## src/rtl/rr_arb4_pkg.sv

```systemverilog
// Shared definitions for the 4-way round-robin arbiter: FSM state type,
// requester count, beat-counter width and the small combinational helpers
// used by the controller.
package rr_arb4_pkg;

  // Number of requesters served by the arbiter.
  localparam int NREQ = 4;

  // Width of the per-grant beat counter. It is wide enough for MAX_HOLD up to 15.
  localparam int CNT_W = 4;

  // Controller states: waiting for a request, or serving one requester.
  typedef enum logic [0:0] {
    IDLE  = 1'b0,
    GRANT = 1'b1
  } state_t;

  // Round-robin pick. Scan ptr, ptr+1, ... (mod 4) and return the first index
  // whose request bit is set. The loop runs from the farthest candidate to the
  // nearest, so the nearest set bit overwrites the others. If no bit is set,
  // the result is ptr. Callers only use the result when req is nonzero.
  function automatic logic [1:0] rr_pick(input logic [NREQ-1:0] req,
                                         input logic [1:0]      ptr);
    logic [1:0] idx;
    logic [1:0] pick;
    pick = ptr;
    for (int k = NREQ - 1; k >= 0; k--) begin
      idx = ptr + 2'(k);
      if (req[idx]) begin
        pick = idx;
      end else begin
        pick = pick;
      end
    end
    return pick;
  endfunction

  // One-hot decode of a requester index. It drives the ack vector.
  function automatic logic [NREQ-1:0] onehot4(input logic [1:0] idx);
    return 4'b0001 << idx;
  endfunction

endpackage

```

## src/rtl/rr_arb4_if.sv

```systemverilog
// Bus bundle between the requesters/downstream sink and the arbiter.
// The master side is the environment: it drives requests, data and
// dout_ready. The slave side is the arbiter: it answers with ack, sel,
// dout, dout_valid and busy.
interface rr_arb4_if
  import rr_arb4_pkg::*;
#(
  parameter int W = 8
);

  logic [NREQ-1:0] req;
  logic [W-1:0]    din_0;
  logic [W-1:0]    din_1;
  logic [W-1:0]    din_2;
  logic [W-1:0]    din_3;
  logic [NREQ-1:0] ack;
  logic [1:0]      sel;
  logic [W-1:0]    dout;
  logic            dout_valid;
  logic            dout_ready;
  logic            busy;

  modport master (
    output req,
    output din_0,
    output din_1,
    output din_2,
    output din_3,
    output dout_ready,
    input  ack,
    input  sel,
    input  dout,
    input  dout_valid,
    input  busy
  );

  modport slave (
    input  req,
    input  din_0,
    input  din_1,
    input  din_2,
    input  din_3,
    input  dout_ready,
    output ack,
    output sel,
    output dout,
    output dout_valid,
    output busy
  );

endinterface

```

## src/rtl/rr_arb4_mux.sv

```systemverilog
// W-bit 4:1 data selector for the arbiter. When en is low (no grant active),
// the output is forced to zero so that no stale requester data leaks
// downstream.
module rr_arb4_mux
  import rr_arb4_pkg::*;
#(
  parameter int W = 8
) (
  input  logic [W-1:0] din_0,
  input  logic [W-1:0] din_1,
  input  logic [W-1:0] din_2,
  input  logic [W-1:0] din_3,
  input  logic [1:0]   sel,
  input  logic         en,
  output logic [W-1:0] dout
);

  // Route the granted requester's data, or zeros when no grant is active.
  always_comb begin
    dout = {W{1'b0}};
    if (en) begin
      case (sel)
        2'd0:    dout = din_0;
        2'd1:    dout = din_1;
        2'd2:    dout = din_2;
        2'd3:    dout = din_3;
        default: dout = {W{1'b0}};
      endcase
    end else begin
      dout = {W{1'b0}};
    end
  end

endmodule

```

## src/rtl/rr_arb4.sv

```systemverilog
// Four-requester round-robin arbiter with bounded grant length.
//
// IDLE picks the next requester, starting the round-robin scan at ptr. It
// registers the choice into sel, so arbitration costs one cycle. GRANT then
// streams beats from that requester until one of two things happens: the
// requester drops its request, or MAX_HOLD beats have transferred. In either
// case the FSM returns to IDLE for exactly one cycle. ptr then advances past
// the requester that just finished, which gives fairness across requesters.
//
// A holder that keeps requesting while downstream stalls keeps the grant
// indefinitely. There is no timeout.
//
// MAX_HOLD is meant to lie in 1..15 so that it fits the 4-bit beat counter.
//
// All data steering lives in rr_arb4_mux. This module only handles control.
module rr_arb4
  import rr_arb4_pkg::*;
#(
  parameter int W        = 8,
  parameter int MAX_HOLD = 4
) (
  input  logic        clk,
  input  logic        reset,
  rr_arb4_if.slave    bus
);

  localparam logic [CNT_W-1:0] MAX_HOLD_C = CNT_W'(MAX_HOLD);

  state_t           state_r;
  state_t           next_state_s;
  logic [1:0]       ptr_r;
  logic [1:0]       next_ptr_s;
  logic [1:0]       sel_r;
  logic [1:0]       next_sel_s;
  logic [CNT_W-1:0] cnt_r;
  logic [CNT_W-1:0] next_cnt_s;

  logic             grant_s;
  logic             valid_s;
  logic             xfer_s;
  logic [NREQ-1:0]  ack_s;
  logic [W-1:0]     dout_s;

  // State register. Reset aborts any grant immediately and restarts the
  // round-robin scan from requester 0.
  always_ff @(posedge clk or posedge reset) begin
    if (reset) begin
      state_r <= IDLE;
      ptr_r   <= 2'd0;
      sel_r   <= 2'd0;
      cnt_r   <= {CNT_W{1'b0}};
    end else begin
      state_r <= next_state_s;
      ptr_r   <= next_ptr_s;
      sel_r   <= next_sel_s;
      cnt_r   <= next_cnt_s;
    end
  end

  // Next-state logic: arbitrate in IDLE, then count beats and detect
  // release in GRANT.
  always_comb begin
    next_state_s = state_r;
    next_ptr_s   = ptr_r;
    next_sel_s   = sel_r;
    next_cnt_s   = cnt_r;
    case (state_r)
      IDLE: begin
        if (bus.req != 4'b0000) begin
          next_sel_s   = rr_pick(bus.req, ptr_r);
          next_state_s = GRANT;
        end else begin
          next_state_s = IDLE;
        end
      end
      GRANT: begin
        if (!bus.req[sel_r]) begin
          // The holder withdrew. Release and move the pointer past it.
          next_state_s = IDLE;
          next_ptr_s   = sel_r + 2'd1;
          next_cnt_s   = {CNT_W{1'b0}};
        end else if (xfer_s) begin
          if ((cnt_r + 4'd1) == MAX_HOLD_C) begin
            // This beat uses up the holder's quota.
            next_state_s = IDLE;
            next_ptr_s   = sel_r + 2'd1;
            next_cnt_s   = {CNT_W{1'b0}};
          end else begin
            next_cnt_s   = cnt_r + 4'd1;
          end
        end else begin
          // Downstream stalled. Hold the grant and the count.
          next_state_s = GRANT;
        end
      end
      default: begin
        next_state_s = IDLE;
        next_ptr_s   = 2'd0;
        next_sel_s   = 2'd0;
        next_cnt_s   = {CNT_W{1'b0}};
      end
    endcase
  end

  // Output decode. Valid, transfer and ack are combinational in GRANT, so a
  // beat is acknowledged in the same cycle that it moves.
  always_comb begin
    grant_s = (state_r == GRANT);
    valid_s = 1'b0;
    xfer_s  = 1'b0;
    ack_s   = 4'b0000;
    if (grant_s) begin
      valid_s = bus.req[sel_r];
      xfer_s  = bus.req[sel_r] & bus.dout_ready;
    end else begin
      valid_s = 1'b0;
      xfer_s  = 1'b0;
    end
    if (xfer_s) begin
      ack_s = onehot4(sel_r);
    end else begin
      ack_s = 4'b0000;
    end
  end

  rr_arb4_mux #(
    .W (W)
  ) u_mux (
    .din_0 (bus.din_0),
    .din_1 (bus.din_1),
    .din_2 (bus.din_2),
    .din_3 (bus.din_3),
    .sel   (sel_r),
    .en    (grant_s),
    .dout  (dout_s)
  );

  assign bus.ack        = ack_s;
  assign bus.sel        = sel_r;
  assign bus.dout       = dout_s;
  assign bus.dout_valid = valid_s;
  assign bus.busy       = grant_s;

endmodule

```

## src/flat_wrapper.sv

```systemverilog
// flat-port wrapper written by rule: the top's interface ports become plain ports
module rr_arb4_flat import rr_arb4_pkg::*;
#(
  parameter int W        = 8,
  parameter int MAX_HOLD = 4
)
  (clk, reset, bus_req, bus_din_0, bus_din_1, bus_din_2, bus_din_3, bus_dout_ready, bus_ack, bus_sel, bus_dout, bus_dout_valid, bus_busy);
  rr_arb4_if #(.W(W)) bus_i ();
  input  logic clk;
  input  logic reset;
  input wire logic [$bits(bus_i.req)-1:0] bus_req;
  input wire logic [$bits(bus_i.din_0)-1:0] bus_din_0;
  input wire logic [$bits(bus_i.din_1)-1:0] bus_din_1;
  input wire logic [$bits(bus_i.din_2)-1:0] bus_din_2;
  input wire logic [$bits(bus_i.din_3)-1:0] bus_din_3;
  input wire logic [$bits(bus_i.dout_ready)-1:0] bus_dout_ready;
  output wire logic [$bits(bus_i.ack)-1:0] bus_ack;
  output wire logic [$bits(bus_i.sel)-1:0] bus_sel;
  output wire logic [$bits(bus_i.dout)-1:0] bus_dout;
  output wire logic [$bits(bus_i.dout_valid)-1:0] bus_dout_valid;
  output wire logic [$bits(bus_i.busy)-1:0] bus_busy;
  assign bus_i.req = bus_req;
  assign bus_i.din_0 = bus_din_0;
  assign bus_i.din_1 = bus_din_1;
  assign bus_i.din_2 = bus_din_2;
  assign bus_i.din_3 = bus_din_3;
  assign bus_i.dout_ready = bus_dout_ready;
  assign bus_ack = bus_i.ack;
  assign bus_sel = bus_i.sel;
  assign bus_dout = bus_i.dout;
  assign bus_dout_valid = bus_i.dout_valid;
  assign bus_busy = bus_i.busy;
  rr_arb4 #(.W(W), .MAX_HOLD(MAX_HOLD)) u_core (.clk(clk), .reset(reset), .bus(bus_i));
endmodule
```

## config.mk

```make
export PLATFORM = sky130hd
export DESIGN_NAME = rr_arb4_flat
export DESIGN_NICKNAME = d
export VERILOG_FILES = /design/src/rtl/rr_arb4_pkg.sv /design/src/rtl/rr_arb4_if.sv /design/src/rtl/rr_arb4_mux.sv /design/src/rtl/rr_arb4.sv /design/src/flat_wrapper.sv
export SDC_FILE = /design/constraint.sdc
export NUM_CORES = 1
export LEC_CHECK = 0
export ABC_AREA = 1
export BUFFER_PORTS_ARGS = -buffer_cell sky130_fd_sc_hd__buf_2
export CORE_UTILIZATION = 47
export CTS_CLUSTER_DIAMETER = 200
export DETAILED_ROUTE_END_ITERATION = 16
export PLACE_DENSITY_LB_ADDON = 0.2
export SLEW_MARGIN = 25
export SYNTH_ARGS = -nofsm -noshare
export SYNTH_HDL_FRONTEND = slang
export SYNTH_HIERARCHICAL = 1
export SYNTH_SLANG_ARGS = --single-unit
export TNS_END_PERCENT = 50
```

## constraint.sdc

```tcl
create_clock -name clk -period 1.54 [get_ports clk]
set_input_delay 0.154 -clock clk [delete_from_list [all_inputs] [get_ports clk]]
set_output_delay 0.154 -clock clk [all_outputs]
set_load 0.01 [all_outputs]
```

## Word level (Yosys, flattened, before mapping)

Index checks and enable logic that the tools add are counted.

- Bitwise gates (word level): 2
- Eq/ne operators: 6
- Multiplexer cells: 30
- Reduce and logical (&&, ||, !) cells: 5
- $add $sub $neg: 5
- Shift operators: 1
- Magnitude comparators: 5

Operator list:

| operator | number |
|---|---|
| 8-bit case mux with 4 select lines | 1 |
| 4-bit two-way mux | 4 |
| 2-bit by 3-bit less-than comparator with 1-bit output, second input constant | 5 |
| 2-bit two-way mux | 7 |
| 1-bit two-way mux | 11 |
| 1-bit binary-select mux with 2-bit select | 5 |
| 8-bit two-way mux | 1 |
| 2-bit by 1-bit adder with 2-bit output, second input constant | 2 |
| 2-bit adder, second input constant | 2 |
| 4-bit by 1-bit adder with 4-bit output, second input constant | 1 |
| 2-bit equality test, second input constant | 2 |
| 4-bit by 3-bit equality test with 1-bit output, second input constant | 1 |
| 2-bit AND reduction | 2 |
| 4-bit nonzero test | 1 |
| 1-bit by 2-bit << shifter with 4-bit output, first input constant | 1 |
| 3-bit AND reduction | 1 |
| 2-bit by 1-bit equality test with 1-bit output, second input constant | 1 |
| 2-bit logical NOT | 1 |
| 2-bit by 1-bit inequality test with 1-bit output, second input constant | 1 |
| 2-bit inequality test, second input constant | 1 |
| 1-bit case mux with 2 select lines | 1 |
| 1-bit AND | 1 |
| 1-bit inverter | 1 |

- Register bits after elaboration: 9
- Input bits: 39
- Logic and storage cells: 58
- Output and inout port bits: 16

## Logic depth before layout (Yosys ltp)

Gate-level depths: netlist of the first run.

- Depth after elaboration: 7
- Mapped depth: 12
- Mapped depth without buffers: 11

## Cells and area by module

The synthesis of the first run kept the hierarchy.

By module, submodules not included:

| module | cells an instance | seq. area each (um^2) | area each (um^2) | instances |
|---|---|---|---|---|
| rr_arb4 | 123 | 225.2 | 832.0 | 1 |
| rr_arb4_mux | 71 | 0.0 | 335.3 | 1 |

## Worst setup path before layout of the first run

No wires, ideal clock.

- Path kind: register -> output
- Start point: reg u_core.sel_r[0] (netlist: u_core/bus.sel[0])
- End point: out bus_ack[0]
- Required time: 1.386 ns
- Setup slack: 0.158 ns
- Arrival time: 1.228 ns
- Path buffers: 0
- Cell stages (with the launch flop): 8
- Path through: dfrtp_1 inv_2 nand2_1 nand3_2 nand2_4 nor2_4 nand2_4 nor2_1

- Cells in the longest elaborated chain, start to end: 5
- Elaborated cells between the ends (all ways): 6

RTL lines:

| item | RTL line | text |
|---|---|---|
| from (decl) | rr_arb4.sv:33 | `logic [1:0] sel_r;` |
| from (signal assigned) | rr_arb4.sv:55 | `sel_r <= next_sel_s;` |
| 1-bit binary-select mux with 2-bit select | rr_arb4.sv:114 | `xfer_s = bus.req[sel_r] & bus.dout_ready;` |
| 1-bit two-way mux (not written as such) | rr_arb4.sv:114 |  |
| 1-bit AND | rr_arb4.sv:114 |  |
| 1-bit two-way mux | rr_arb4.sv:112 | `if (grant_s) begin` |
| 4-bit two-way mux (*) | rr_arb4.sv:119 | `if (xfer_s) begin` |
| to (decl) | flat_wrapper.sv:17 | `output wire logic [$bits(bus_i.ack)-1:0] bus_ack;` |

Mark *: on every way between the ends. The rest lies on a longest branch, timed or not. The select of a mux whose other input is x is not followed.

## Worst setup path in the final report of the first run

- Start point: reg u_core.sel_r[1] (netlist: u_core/bus.sel[1])
- End point: out bus_dout[1]

- Cells in the longest elaborated chain, start to end: 3
- Elaborated cells between the ends (all ways): 6

RTL lines:

| item | RTL line | text |
|---|---|---|
| 2-bit equality test (tied with other cells) | rr_arb4_mux.sv:22 | `case (sel)` |
| 8-bit case mux with 4 select lines (*) | rr_arb4_mux.sv:22 |  |
| 8-bit two-way mux (*) | rr_arb4_mux.sv:21 | `if (en) begin` |
| to (decl) | flat_wrapper.sv:19 | `output wire logic [$bits(bus_i.dout)-1:0] bus_dout;` |

Mark *: on every way between the ends. The rest lies on a longest branch, timed or not.

==> run metrics, run 1 <==
status finished with violations; failing checks negative setup slack; Residual DRC 0; final worst-path cycle share 101%; drt first pass iters 4; FFs w/ async S/R, synth 100%; FF-to-FF Start u_core/cnt_r[1]; die area 2690 um2; Cell Area, Placed 1470 um2; DP Cell Count 277; Overall Power 3.23 mW; Peak Freq 642 MHz; detailed-route wire length per cell 11.0 um; worst hold stages 3; Critical Path Sink Type output pin; routed vias 1,436; row cnt 17; first-pass GRT wire length 4910 um; Yosys reg bits 9; largest net degree at the start of global routing 19; Vias/cell 4.97; Synth Instances 194; largest area contributor in the netlist dfrtp_1; CTS tree done; final setup vio count 5; Final HPWL DP 2330 um; Critical Path Fanout Max 8; met1 usage 28.6%; Die Ht 51.8 um; syn avg cell area 6.02 um2; reg2reg path depth 7; RSZ-0062 raised after global routing true; die width 51.8 um; Hold WS 199 ps; worst path required time 1390 ps; Distinct cells, synth 23; Starting Density 51.3%; worst flop-to-flop path endpoint u_core/ptr_r[0]; Seq/Total Area, Yosys 19.3%; Slowest-stage cell, CP dfrtp_2; cts bufs inserted 3; flop2flop setup slack 140 ps; max-slew violations 0; Syn Nets 239; synth top area cells dfrtp_1 (19%), nand2_1 (17%), nand3_1 (11%); # port buffers 54; Total Routing Usage GR 24.2%; most frequent cells after synthesis nand2_1 (53), inv_1 (28), nand3_1 (26); crit-path cells buf_6, buf_8, nand3_2, nand2_1, nor2_2, nor2_1, buf_2; global route hottest layer met2; DRT iter0 DRCs 36; Clock Skew 10.5 ps; Synth warnings 6; Tmin final 1560 ps; Max-slew headroom 75.8%; slack of the critical path -18.0 ps; HP Class primary input to flip-flop; GP Congestion 0.862; initial antenna violation count 0; Yosys top cell area share 19.3%; Netlist Area Pre-Place 1170 um2; Fin. Hold Viols 0; Slew @ Worst Pin 361 ps; proportion of layout cells with a drive suffix above 1 39.8%; count leader, synth nand2_1; H-tree depth 1; Sink Count 9; Clock Latency Late Sink 270 ps; clock root buffer master clkbuf_4; startpoint types flip-flop; Synth Flop Type dfrtp_1; Hold Startpoint bus_dout_ready; max_cap viols 0; Layout Nets 307; Post-DRT Antenna Nets 0; ant diodes 0; Final Util 72.8%; max incr delay on CP 440 ps; Pwr Density 1950 nW/um2; clk buf depth 2; Finished Cell Area 1660 um2; vias in the first global route 1,251; Worst Path Arrival 1400 ps; Lkg Pwr 0.984 nW; Worst Hold End u_core/cnt_r[1]; area grow syn2layout 41.9%; met2 Use GR 45.3%; I/O pins 55; WS Path Type flip-flop to output pin; Worst-path clk slew 70 ps; Core ar. 2280 um2; Final Non-Filler Cells 289; VDD IR max 0.00142 V; routed wire length 3190 um; met3 Track Usage GR 4.68%; GR Overflow Total 0; number of synthesized flops with an enable pin 0
[cell usage in the layout (no fill, tap or decap), types with 6 or more instances in the layout]
cell type | netlist | routed
buf_2 | 0 | 54
nand2_1 | 53 | 51
inv_1 | 28 | 26
nand3_1 | 26 | 22
nor2_1 | 23 | 20
o21ai_1 | 9 | 14
buf_4 | 1 | 8
dfrtp_1 | 9 | 7
nand3_2 | 3 | 6
ha_1 | 6 | 6
[cells by family (layout without fill, tap and decap cells)]
logic type / Yosys count / count (layout) / synth area share [%]
AOI/OAI and AO/OA: 27 / 27 / 13.1
xor gates and xnor gates: 2 / 2 / 1.50
adders and majority gates: 6 / 6 / 6.43
buffers and inverters: 38 / 105 / 15.6
DFF: 9 / 9 / 19.3
and+or+nand+nor: 112 / 112 / 44.1
[critical path, delay by kind of cell, from the launching register on]
kind,cells,cell delay [ps]
flip-flops,1,440
AND/OR/NAND/NOR,4,290
buffers and inverters,3,420
[repair_timing]
action / 4_1_cts / 5_1_grt
hold buffers: 1 / 0
pin swaps: 4 / 14
setup buffers: 8 / 0
endpoints found under the setup margin: 11 / 14
endpoints found under the hold margin: 9 / 0
gates resized for setup: 16 / 20
[worst max path at each step]
| stage | from | endpoint | slack [ps] |
|---|---|---|---|
| after CTS | u_core/bus.sel[1] | bus_ack[1] | -30 |
| after global routing | u_core/bus.sel[0] | bus_dout[1] | -100 |
| after floorplan | u_core/bus.sel[0] | bus_ack[0] | 160 |
| final | u_core/bus.sel[1] | bus_dout[1] | -20 |
| after detailed placement | u_core/bus.sel[0] | bus_ack[1] | 160 |
| after global placement | u_core/cnt_r[1] | u_core/ptr_r[0] | 190 |
[per-stage QoR]
step	TNS (ps)	setup WS, ps
4_1_cts	-80.7	-29.7
6_report	-56.4	-18.0
2_1_floorplan	0	158
5_1_grt	-967	-101
3_3_place_gp	0	192
3_5_place_dp	0	160
[layout make-up]
type | instances | area (um2)
inverters | 32 | 130
fillers | 215 | 619
repair buffers | 69 | 412
clock buffers | 4 | 26.3
flip-flops and latches | 9 | 228
well taps | 28 | 35.0
multi-input cells | 147 | 826
[metal layers]
layer | up-vias | routed length (um) | part of all wire (%)
met3 | 2 | 220 | 6.9
met2 | 52 | 1570 | 49
met5 | - | 0 | 0
li1 | 743 | - | -
met1 | 639 | 1380 | 43
met4 | 0 | 17 | 0.53
[flip-flops by register name, indices dropped and copies added (netlist names)]
register         flops
u_core/bus.busy      1
u_core/bus.sel       2
u_core/cnt_r         4
u_core/ptr_r         2
[report_power, final]
part | internal [mW] | total, mW | leakage [nW] | switching, mW
registers | 0.336 | 0.476 | 0.112 | 0.140
logic | 1.06 | 2.56 | 0.857 | 1.50
clock network | 0.100 | 0.189 | 0.0150 | 0.0891
Note: power is estimated with default switching activity, not from simulation.
==> run 2: changes to the inputs <==
--- a/config.mk
+++ b/config.mk
@@ -7,7 +7,7 @@
 export LEC_CHECK = 0
 export ABC_AREA = 1
 export BUFFER_PORTS_ARGS = -buffer_cell sky130_fd_sc_hd__buf_2
-export CORE_UTILIZATION = 47
+export CORE_UTILIZATION = 30
 export CTS_CLUSTER_DIAMETER = 200
 export DETAILED_ROUTE_END_ITERATION = 16
 export PLACE_DENSITY_LB_ADDON = 0.2
==> run metrics, run 2 (synthesis gave the netlist of run 1 again) <==
VDD IR max 0.000625 V (was 0.00142 V); Final Util 43.8% (was 72.8%); final setup vio count 0 (was 5); H-tree depth 1 (unchanged); clock root buffer master clkbuf_8 (was clkbuf_4); DP Cell Count 297 (was 277); Peak Freq 652 MHz (was 642 MHz); cts bufs inserted 3 (unchanged); Worst-path clk slew 50 ps (was 70 ps); ant diodes 0 (unchanged); leading cell type in the layout, fill and taps excluded buf_2 (unchanged); Top reg by flops u_core/cnt_r (unchanged); RSZ-0062 raised after global routing true (unchanged); Hold WS 252 ps (was 199 ps); Final HPWL DP 2470 um (was 2330 um); WS Path Type flip-flop to output pin (unchanged); Sink Count 9 (unchanged); status finished clean (was finished with violations); routed wire length 3150 um (was 3190 um); max-slew violations 0 (unchanged); fillers 409 (was 215); initial antenna violation count 0 (unchanged); largest net degree at the start of global routing 23 (was 19); Setup TNS Final 0 ps (was -56.4 ps); clk buf depth 2 (unchanged); GR Overflow Total 0 (unchanged); Post-DRT Antenna Nets 0 (unchanged); max FFs per register 4 (unchanged); Multi-input gate area 769 um2 (was 826 um2); Layout Nets 306 (was 307); row cnt 22 (was 17); Total Routing Usage GR 15.9% (was 24.2%); Clock Latency Late Sink 240 ps (was 270 ps); Max-slew headroom 72.3% (was 75.8%); Critical Path Sink Type output pin (unchanged); Worst Path Arrival 1380 ps (was 1400 ps); worst path required time 1390 ps (about the same); vias in the first global route 1,234 (was 1,251); Tmin final 1530 ps (was 1560 ps); drt first pass iters 5 (was 4); detailed-route wire length per cell 10.2 um (was 11.0 um); # port buffers 54 (unchanged); GP Congestion 0.851 (was 0.862); I/O pins 55 (unchanged); slack of the critical path 6.97 ps (was -18.0 ps); max_cap viols 0 (unchanged); Core ar. 3690 um2 (was 2280 um2); proportion of layout cells with a drive suffix above 1 35.4% (was 39.8%); Fin. Hold Viols 0 (unchanged); Critical Path Fanout Max 6 (was 8); Residual DRC 0 (unchanged); Slew @ Worst Pin 412 ps (was 361 ps); area grow syn2layout 38.3% (was 41.9%); Die Ht 64.4 um (was 51.8 um); CTS tree done (unchanged); die area 4140 um2 (was 2690 um2); HP Class primary input to flip-flop (unchanged); first-pass GRT wire length 5280 um (was 4910 um); Starting Density 31.6% (was 51.3%); Clock Skew 1.86 ps (was 10.5 ps); Vias/cell 4.40 (was 4.97); most frequent cells in the layout buf_2 (54), nand2_1 (53), inv_1 (27) (was buf_2 (54), nand2_1 (51), inv_1 (26)); Lkg Pwr 0.970 nW (was 0.984 nW); routed vias 1,356 (was 1,436); final worst-path cycle share 99.5% (was 101%); startpoint types flip-flop (unchanged); Pwr Density 1910 nW/um2 (was 1950 nW/um2); DRT iter0 DRCs 48 (was 36); post-place setup slack 168 ps (was 160 ps); die width 64.4 um (was 51.8 um); Final Non-Filler Cells 308 (was 289); Sequential Area 228 um2 (unchanged)
run 2: cell count changes in the layout (fill, tap and decap cells not counted), sizes merged:
| cell | change |
|---|---|
| buf | -1 |
run 2: final cells by class:
type                       count  area share, %
multi-input combinational    147           47.7
inverter                      32           7.60
clock buffer                   4           2.79
tap                           48           3.72
timing repair buffer          68           24.1
sequential                     9           14.1
run 2: critical path: stages (launching register included):
cell     delay [ps]
dfrtp_2         420
inv_2            60
buf_4           120
buf_4           130
ha_1            190
inv_1            60
nor2_2           40
buf_2           130
run 2: repair_timing:
item / CTS / global route
hold buffers: 1 / 0
setup endpoints to repair: 7 / 13
setup buffers: 5 / 1
pin swaps: 2 / 1
resized for setup: 5 / 5
endpoints found under the hold margin: 9 / 0
run 2: final timing paths:
check | from | end | slack, ps | cells past startpoint
worst max-delay path | u_core/bus.sel[0] | bus_ack[0] | 7 | 7
worst min-delay path | bus_dout_ready | u_core/cnt_r[1] | 250 | 3
worst max register to register | u_core/bus.sel[0] | u_core/ptr_r[0] | 170 | 10
worst min register to register | u_core/cnt_r[3] | u_core/cnt_r[3] | 550 | 2
max in group asynchronous | reset | u_core/bus.sel[1] | 830 | 3
min in group asynchronous | reset | u_core/ptr_r[1] | 430 | 3
run 2: metrics by stage:
stage	power [mW]	instance area (um2)
3_3_place_gp	2.63	1490
2_1_floorplan	2.07	1170
5_1_grt	3.45	1610
4_1_cts	3.05	1600
6_report	3.09	1610
3_5_place_dp	2.62	1490
run 2: power by group:
part           switching [mW]  internal, mW  total (mW)
clock network           0.101         0.181       0.282
logic                    1.38         0.956        2.33
registers               0.131         0.337       0.468
total                    1.61          1.47        3.09
run 2: layer usage:
metal  GRT usage, %  wire length [um]  vias up
li1               -                 -      742
met1           20.4              1490      566
met2           25.9              1390       45
met3           3.57               252        3
met4           5.28                21        0
met5              0                 0        -
